===== config.mk =====
export PLATFORM = sky130hd
export DESIGN_NAME = bsg_counter_window_sampler
export DESIGN_NICKNAME = d
export VERILOG_FILES = /design/src/rtl/bsg_counter_window_sampler_pkg.sv /design/src/rtl/bsg_window_timer.sv /design/src/rtl/bsg_counter_window_sampler.sv
export SDC_FILE = /design/constraint.sdc
export NUM_CORES = 1
export LEC_CHECK = 0
export CAP_MARGIN = 30
export CORE_MARGIN = 3
export CORE_UTILIZATION = 40
export DETAILED_ROUTE_END_ITERATION = 6
export PLACE_DENSITY = 0.72
export SYNTH_ARGS = -nofsm -noshare
export SYNTH_HDL_FRONTEND = slang
export SYNTH_SLANG_ARGS = --single-unit

===== constraint.sdc =====
create_clock -name clk_i -period 1.3 [get_ports clk_i]
set_input_delay 0.195 -clock clk_i [delete_from_list [all_inputs] [get_ports clk_i]]
set_output_delay 0.195 -clock clk_i [all_outputs]
set_load 0.01 [all_outputs]

===== src/rtl/bsg_counter_window_sampler_pkg.sv =====
// Shared types for the window sampler: controller state and snapshot flag fields.
package bsg_counter_window_sampler_pkg;

  typedef enum logic {
    eRun  = 1'b0,
    ePend = 1'b1
  } cws_state_e;

  // Flag fields that sit above the count in every snapshot word.
  typedef struct packed {
    logic sat;
    logic late;
  } cws_flags_s;

endpackage


===== src/rtl/bsg_window_timer.sv =====
// Enabled-cycle timer for one window; last_o marks the final cycle of the window.
module bsg_window_timer #(
  parameter int window_p = 64
) (
  input  logic clk_i,
  input  logic reset_i,
  input  logic en_i,
  input  logic clear_i,
  output logic last_o
);

  localparam int timer_width_lp = (window_p > 2) ? $clog2(window_p) : 1;

  logic [timer_width_lp-1:0] timer_q, timer_d;

  assign last_o = (timer_q == timer_width_lp'(window_p - 1));

  // Holds at the terminal value until cleared, so a stalled window stays due.
  always_comb begin
    timer_d = timer_q;
    if (clear_i)              timer_d = '0;
    else if (en_i && !last_o) timer_d = timer_q + timer_width_lp'(1);
  end

  always_ff @(posedge clk_i) begin
    if (reset_i) timer_q <= '0;
    else         timer_q <= timer_d;
  end

endmodule


===== src/rtl/bsg_counter_window_sampler.sv =====
// Drives a clear/up counter and snapshots it every window_p enabled cycles into a
// one-entry valid/ready slot; a boundary that meets a full slot waits in PEND.
module bsg_counter_window_sampler
  import bsg_counter_window_sampler_pkg::*;
#(
  parameter int width_p   = 7,
  parameter int max_val_p = 65,
  parameter int window_p  = 64
) (
  input  logic               clk_i,
  input  logic               reset_i,
  input  logic               en_i,
  input  logic               event_i,
  input  logic [width_p-1:0] count_i,
  output logic               counter_up_o,
  output logic               counter_clear_o,
  output logic               v_o,
  output logic [width_p+1:0] data_o,
  input  logic               ready_i
);

  typedef struct packed {
    cws_flags_s         flags;
    logic [width_p-1:0] count;
  } snapshot_s;

  cws_state_e state_q, state_d;
  logic       v_q, v_d;
  snapshot_s  data_q, data_d;

  logic timer_last;
  logic at_max;
  logic boundary;
  logic slot_free;
  logic fire;

  assign at_max    = (count_i == width_p'(max_val_p));
  assign boundary  = (state_q == eRun) && en_i && timer_last;
  assign slot_free = !v_q || ready_i;
  assign fire      = !reset_i && slot_free && (boundary || (state_q == ePend));

  assign counter_up_o    = en_i && event_i && !at_max && !reset_i;
  assign counter_clear_o = fire;

  bsg_window_timer #(
    .window_p(window_p)
  ) timer (
    .clk_i  (clk_i),
    .reset_i(reset_i),
    .en_i   ((state_q == eRun) && en_i),
    .clear_i(fire),
    .last_o (timer_last)
  );

  always_comb begin
    state_d = state_q;
    v_d     = v_q;
    data_d  = data_q;
    if (fire) begin
      state_d          = eRun;
      v_d              = 1'b1;
      data_d.flags.sat  = at_max;
      data_d.flags.late = (state_q == ePend);
      data_d.count      = count_i;
    end else begin
      // No clear here: the counter keeps accumulating while the slot is busy.
      if (boundary)       state_d = ePend;
      if (v_q && ready_i) v_d     = 1'b0;
    end
  end

  always_ff @(posedge clk_i) begin
    if (reset_i) begin
      state_q <= eRun;
      v_q     <= 1'b0;
      data_q  <= '0;
    end else begin
      state_q <= state_d;
      v_q     <= v_d;
      data_q  <= data_d;
    end
  end

  assign v_o    = v_q;
  assign data_o = data_q;

endmodule


Word-level counts from Yosys, hierarchy flattened
Cells that the tools add are included.
{"block": "op_classes", "n_bitwise": 1, "addsub": 1, "mux": 2, "n_eq_ne": 2, "reduce_logical": 17}
{"operator": "$logic_and 1x1->1", "n": 9}
{"operator": "$eq 7x7->1 const B", "n": 1}
{"operator": "$add 6x1->6 const B", "n": 1}
{"operator": "$eq 6x6->1 const B", "n": 1}
{"operator": "$logic_not 1->1", "n": 4}
{"operator": "$logic_or 1x1->1", "n": 2}
{"operator": "$mux 1", "n": 2}
{"operator": "$reduce_bool 2->1", "n": 1}
{"operator": "$reduce_or 2->1", "n": 1}
{"operator": "$not 1->1", "n": 1}
{"block": "word_totals", "output_inout_bits": 12, "elab_cells": 29, "in_bits": 12, "register_bits": 17}

Depth between registers and ports, before layout
Gate-level depths: netlist of the first run.
{"block": "depth", "ltp_word": 6, "ltp_mapped": 5, "ltp_nobuf": 5}

Hierarchy
Synthesis of the first run repeated with hierarchy kept, for this count alone.
{"block": "unflattened", "hier_cells": 75, "area_unflattened_um2": 754.5}
{"mod": "bsg_counter_window_sampler", "cells_each": 43, "area_per_inst_um2": 461.7, "seq_area_each_um2": 220.2, "n_inst": 1}
{"mod": "bsg_window_timer", "cells_each": 32, "area_per_inst_um2": 292.8, "seq_area_each_um2": 120.1, "n_inst": 1}

Least setup slack after synthesis of the first run
No wires, ideal clock.
{"block": "synth_path", "kind": "register to register", "startpoint": "register timer.timer_q[0]", "endpoint": "register timer.timer_q[4]", "n_path_buf": 0, "setup_time_ns": 0.115, "path_slack_ns": -0.108, "path_stages_with_launch": 6, "t_arrival_ns": 1.293, "cell_sequence": "dfxtp_1 ha_1 nand2_1 nor2_1 a31oi_1 a2111oi_0"}
{"block": "synth_between", "elab_chain_cells": 5}
{"item": "start, declared", "line": "bsg_window_timer.sv:14", "text": "logic [timer_width_lp-1:0] timer_q, timer_d;"}
{"item": "start signal, assigned", "line": "bsg_window_timer.sv:27", "text": "else timer_q <= timer_d;"}
{"item": "branches (longest 5 deep; another with $add 6x1->6)"}
Parallel ways; which one is timed is not known.
A chain may end at the register's enable or synchronous reset.

Final worst setup path of the first run
Same ends and word-level chain as after synthesis.

==> results of run 1 <==
[cell families (layout without fill, tap and decap cells)]
logic type | after synthesis | after routing
compound gates | 12 | 12
flops | 17 | 17
fa+ha+maj | 1 | 1
xor+xnor | 3 | 3
mux | 8 | 8
simple gates | 38 | 38
buf+inv | 4 | 53
[worst min-delay path, stage by stage]
cell	delay [ns]
clkdlybuf4s15_1	0.18
nand2b_1	0.07
mux2i_1	0.06
[power by group through the flow]
stage | sequential, mW | clock [mW] | combinational, mW
finish | 0.535 | 0.275 | 0.130
global route | 0.536 | 0.310 | 0.143
CTS | 0.535 | 0.290 | 0.124
detailed placement | 0.546 | 0 | 0.122
global placement | 0.545 | 0 | 0.118
floorplan | 0.547 | 0 | 0.0454
[what timing repair did]
action / 4_1_cts / 5_1_grt
resized for setup: 46 / 14
endpoints found under the setup margin: 26 / 18
pin swaps: 11 / 10
buffers inserted: 4 / 0
[stage by stage]
step / area (sq um) / util / worst slack (ns)
floorplan: 832.0 / - / 0.0008780
global placement: 1245 / 0.6838 / -0.5291
detailed placement: 1245 / 0.6838 / -0.5639
CTS: 1370 / 0.7526 / -0.1641
global route: 1416 / 0.7780 / -0.2165
finish: 1416 / 0.7780 / -0.1468
[cell type report]
cell class / count / area (sq um) / share of cell area
Multi-Input combinational cell: 62 / 588.1 / 0.4152
Timing Repair Buffer: 48 / 419.2 / 0.2959
Sequential cell: 17 / 347.8 / 0.2456
Tap cell: 25 / 31.28 / 0.02208
Clock buffer: 4 / 26.28 / 0.01855
Inverter: 1 / 3.754 / 0.002650
[Yosys cell counts]
library cell,instances
dfxtp_1,17
nand2b_1,16
mux2i_1,8
nor3_1,7
nor2_1,5
a21oi_1,3
xnor2_1,3
a2111oi_0,2
a2111oi_2,2
a31oi_1,2
clkbuf_1,2
nand2_1,2
nand4_1,2
a22oi_1,1
a31oi_4,1
and4_4,1
and4b_1,1
buf_6,1
ha_1,1
inv_1,1
nand3_1,1
nor2_2,1
nor2b_1,1
o21ai_0,1
or3_1,1
[final timing paths]
path / startpoint / to / slack [ns] / cells after the start
worst min register to register: data_o[1] / data_o[1] / 0.47 / 2
worst max register to register: timer.timer_q[0] / timer.timer_q[4] / -0.15 / 6
worst min-delay path: count_i[5] / data_o[5] / 0.27 / 3
worst max-delay path: timer.timer_q[0] / timer.timer_q[4] / -0.15 / 6
[metal layers]
metal	part of all wire	GRT usage	vias to the layer above
li1	-	-	400
met1	0.39	0.2157	389
met2	0.54	0.3841	21
met3	0.034	0.04373	10
met4	0.037	0.1345	0
met5	0	0	-
[flip-flops by register name, indices dropped and copies added, names as in the netlist]
register,count
data_o,9
timer.timer_q,6
state_q,1
v_o,1
==> impl_metrics.py, run 1 <==
metrics = {
    "cells_and_area": {
        "layout_common_cells": "buf_4, nand2b_1, dlygate4sd2_1",
        "fin_nets": 146,
        "n_antenna_cell": 0,
        "fillers": 141,
        "area_growth_pct": 74.96,
        "layout-drive-gt1-share": 0.4167,
        "final-instance-count-excl-fill": 157,
        "final_common_cell": "buf_4",
    },
    "floorplanning": {
        "die-area_sq_um": 2599,
        "fp.coreArea_sq_um": 1821,
        "die_x_um": 50.99,
        "die_h_um": 50.99,
        "placementRows": 15,
        "boundaryPins": 24,
        "start_util": 0.4447,
    },
    "critical_path": {
        "end_kind": "flip-flop",
        "crit_buf_inv": 1,
        "cp_max_fo": 5,
        "critPathKind": "flip-flop to flip-flop",
        "max_stage_delay_ns": 0.37,
        "start_kind": "flip-flop",
        "path_cells": "ha_4 > buf_6 > nand2_1 > nor2_4 > a31oi_4 > a2111oi_4",
        "crit_family": "compound AO/OA/AOI/OAI gates",
        "arrival_ns": 1.62,
        "crit_slowest_cell": "dfxtp_2",
        "critPathRequiredTime_ns": 1.47,
    },
    "sta": {
        "final_hold_viol_count": 0,
        "rsz0062_at_grt": "true",
        "setup_tns_ns": -1.262,
        "final.min_clock_period_ns": 1.447,
        "drv_slew": 0,
        "worstMarginPinSlew_ns": 0.2885,
        "slew_headroom": 0.8077,
        "finalSetupViolations": 15,
        "post-route-period-util": 1.113,
        "hold_slack_ns": 0.2672,
        "setup_ws_ns": -0.1468,
        "fin_skew_ns": 0.001146,
        "max_freq_mhz": 691.2,
    },
    "cts": {
        "clockBufferDepth": 2,
        "holdBufCountCts": 0,
        "cts.sinks": 17,
        "cts_tree": "built",
        "root_buffer": "clkbuf_4",
        "cts_buffers": 3,
        "clk_pin_slew_ns": 0.10,
        "cts_max_level": 1,
        "clkLatencyLatePin_ns": 0.28,
    },
    "power": {
        "p_comb_frac": 0.138,
        "pwr-share-clk": 0.292,
        "p_leak_nw": 0.5679,
        "switching_power_uw": 220.0,
        "ir_drop_mv": 0.5337,
        "p_total_uw": 939.2,
        "power_density_nw_per_um2": 663.1,
        "switching_share": 0.2342,
        "p_seq_frac": 0.569,
        "internal-power_uw": 719.2,
    },
    "synthesis": {
        "syn-num-nets": 96,
        "yosys_warnings": 0,
        "synth.distinct_cells": 25,
        "synth_top_area_cell": "dfxtp_1",
        "muxShareOfSynthArea": 0.09892,
        "synth_top_family_by_area": "simple AND/OR/NAND/NOR gates",
        "synthSimpleGateAreaFrac": 0.2705,
        "synth_seq_cells": 17,
        "synth_xor_area_frac": 0.03246,
        "synth_top_area_share": 0.4204,
        "synthCells": 83,
        "synthAdderAreaFrac": 0.01546,
        "netlist_top_cells_area": "dfxtp_1, nand2b_1, mux2i_1",
        "yosysSeqAreaShare": 0.4204,
        "synth-compound-area-share": 0.1345,
        "postSynthAreaPerCell_sq_um": 9.753,
        "syn_area_sq_um": 809.5,
    },
    "global_route": {
        "grt_pass1_wl_um": 4160,
        "grt.overflow.total": 0,
        "grtUsageTotal": 0.2110,
        "grt_antenna_before_repair": 0,
        "grt_max_degree": 22,
        "grt_pass1_vias": 907,
    },
    "drt": {
        "avgViaCountPerCell": 5.223,
        "ant_nets": 0,
        "vias": 820,
        "wl_per_cell_um": 15.68,
        "drc": 0,
        "wl_um": 2461,
        "first_iter_violations": 8,
        "drtPass1Iterations": 4,
    },
    "outcome": {
        "violations": "negative setup slack",
        "status": "complete, but fails checks",
    },
    "placed_design": {
        "gp_congestion": 0.7957,
        "dp.cells": 149,
        "post-dp-hpwl_um": 1567,
        "port_buffers": 23,
    },
    "job": {
        "drv_cap": 0,
    },
    "min_path": {
        "hp-class": "input port to flip-flop",
    },
}
Note: power is estimated with default switching activity, not from simulation.
==> run 2, diff against run 1 <==
Settings changed: DONT_BUFFER_PORTS set to 1, PLACE_DENSITY 0.72 to not set.
==> run 2 against run 1 <==
The flow still finishes with violations (negative setup slack). Cell count shrank 21%. Combinational power shrank 45%. First-iteration DRC count shrank 50%. Clock-buffer cell count is the same. Clock skew grew 0.0051 ns. Critical path depth shrank 2. Register-to-register slack gained 0.03 ns. Highest routed layer unchanged.
==> impl_metrics.py, run 2 (synthesis gave the netlist of run 1 again) <==
metrics = {
    "cts": {
        "clockBufferDepth": 2,
        "cts_max_level": 1,
        "clkLatencyLatePin_ns": 0.29,
        "root_buffer": "clkbuf_4",
        "cts_buffers": 3,
        "cts_tree": "built",
        "clk_pin_slew_ns": 0.10,
        "cts.sinks": 17,
    },
    "critical_path": {
        "arrival_ns": 1.32,
        "r2r-end": "timer.timer_q[5]",
        "start_kind": "flip-flop",
        "critPathKind": "flip-flop to output pin",
        "r2r_start": "timer.timer_q[5]",
        "critPathRequiredTime_ns": 1.11,
        "cp_max_fo": 4,
        "rrSetupSlack_ns": -0.12,
        "end_kind": "output pin",
        "reg2regPathDepth": 5,
    },
    "min_path": {
        "holdPathStages": 2,
        "hp-class": "input port to flip-flop",
        "worstHoldEndpoint": "data_o[6]",
        "min_from": "count_i[6]",
    },
    "floorplanning": {
        "placementRows": 15,
        "die_x_um": 50.99,
        "die-area_sq_um": 2599,
        "fp.coreArea_sq_um": 1821,
        "die_h_um": 50.99,
        "start_util": 0.4447,
        "boundaryPins": 24,
    },
    "cells_and_area": {
        "final_common_cell": "nand2b_1",
        "largest_register_ffs": 9,
        "layout-drive-gt1-share": 0.3636,
        "fin_nets": 113,
        "final-instance-count-excl-fill": 124,
        "area_growth_pct": 32.15,
        "fillers": 182,
        "n_antenna_cell": 0,
        "layout_common_cells": "nand2b_1, buf_4, dfxtp_1",
        "design_area_sq_um": 1070,
        "utilization": 0.5876,
    },
    "power": {
        "p_comb_frac": 0.080,
        "internal-power_uw": 685.2,
        "p_seq_frac": 0.599,
        "power_density_nw_per_um2": 835.6,
        "p_leak_nw": 0.3549,
        "switching_power_uw": 208.7,
        "switching_share": 0.2335,
        "pwr-share-clk": 0.321,
        "p_total_uw": 893.9,
        "ir_drop_mv": 0.5818,
    },
    "global_route": {
        "grt_pass1_wl_um": 3249,
        "grt.overflow.total": 0,
        "grt_antenna_before_repair": 0,
        "grt_max_degree": 18,
        "grt_pass1_vias": 693,
        "grtUsageTotal": 0.1717,
    },
    "sta": {
        "final.min_clock_period_ns": 1.511,
        "finalSetupViolations": 12,
        "worstMarginPinSlew_ns": 0.4430,
        "slew_headroom": 0.7037,
        "fin_skew_ns": 0.006198,
        "rsz0062_at_grt": "true",
        "post-route-period-util": 1.162,
        "final_hold_viol_count": 0,
        "setup_tns_ns": -0.8794,
        "max_freq_mhz": 661.8,
        "drv_slew": 0,
        "setup_ws_ns": -0.2109,
    },
    "job": {
        "drv_cap": 0,
    },
    "outcome": {
        "violations": "negative setup slack",
        "status": "complete, but fails checks",
    },
    "drt": {
        "avgViaCountPerCell": 5.363,
        "vias": 665,
        "wl_um": 1904,
        "wl_per_cell_um": 15.35,
        "drc": 0,
        "drtPass1Iterations": 4,
        "ant_nets": 0,
        "first_iter_violations": 4,
    },
    "placed_design": {
        "post-dp-hpwl_um": 1217,
        "placed_area_sq_um": 927.1,
        "dp.cells": 116,
        "gp_congestion": 0.7475,
        "port_buffers": 0,
    },
}
[run 2: changes by cell type in the layout (fill, tap and decap cells not counted), sizes merged]
cell	delta
dlygate4sd2	-14
buf	-13
clkdlybuf4s15	-3
clkdlybuf4s50	-2
clkbuf	-1
dlygate4sd3	+1
dlymetal6s2s	-1
[run 2: power groups by stage]
stage / Combinational (mW) / Clock (mW) / Sequential (mW)
final: 0.0717 / 0.287 / 0.536
after global placement: 0.0507 / 0 / 0.546
after global routing: 0.0792 / 0.325 / 0.536
after CTS: 0.0704 / 0.307 / 0.536
after detailed placement: 0.0526 / 0 / 0.547
after floorplan: 0.0454 / 0 / 0.547
[run 2: layout make-up]
| type | count | area, sq um | share of cell area |
|---|---|---|---|
| Timing Repair Buffer | 15 | 122.6 | 0.1146 |
| Sequential cell | 17 | 350.3 | 0.3275 |
| Inverter | 1 | 3.754 | 0.003509 |
| Clock buffer | 4 | 26.28 | 0.02456 |
| Multi-Input combinational cell | 62 | 535.5 | 0.5006 |
| Tap cell | 25 | 31.28 | 0.02924 |
[run 2: worst max-delay path by stage]
stage               slack [ns]                to        startpoint  cells after the start
global route             -0.28   counter_clear_o  timer.timer_q[5]                      4
global placement         -0.09  timer.timer_q[4]  timer.timer_q[1]                      5
finish                   -0.21   counter_clear_o  timer.timer_q[5]                      4
detailed placement       -0.13  timer.timer_q[4]  timer.timer_q[4]                      4
CTS                      -0.25   counter_clear_o  timer.timer_q[5]                      4
floorplan               0.0009         data_o[8]  timer.timer_q[2]                      4
[run 2: worst max-delay path: stages (launching register included)]
cell	delay [ns]
dfxtp_2	0.35
and4_4	0.24
a31oi_4	0.11
nor3_2	0.18
buf_4	0.14
[run 2: through the flow]
stage,worst slack [ns],hold WS (ns)
after global routing,-0.2843,0.03493
after detailed placement,-0.1281,0.2695
after floorplan,0.0008780,0.3497
after CTS,-0.2520,0.03116
final,-0.2109,0.04743
after global placement,-0.09446,0.2680
[run 2: routing by layer]
metal	vias to the layer above	global-route usage	part of all wire
met4	0	0.06278	0.0068
met2	23	0.2940	0.53
met5	-	0	0
met3	2	0.06997	0.067
li1	328	-	-
met1	312	0.1885	0.40
[run 2: repair_timing]
item,4_1_cts,5_1_grt
hold endpoints to repair,10,0
pin swaps,13,1
setup endpoints to repair,15,16
gates resized for setup,18,2
buffers inserted,3,0
hold buffers,1,0
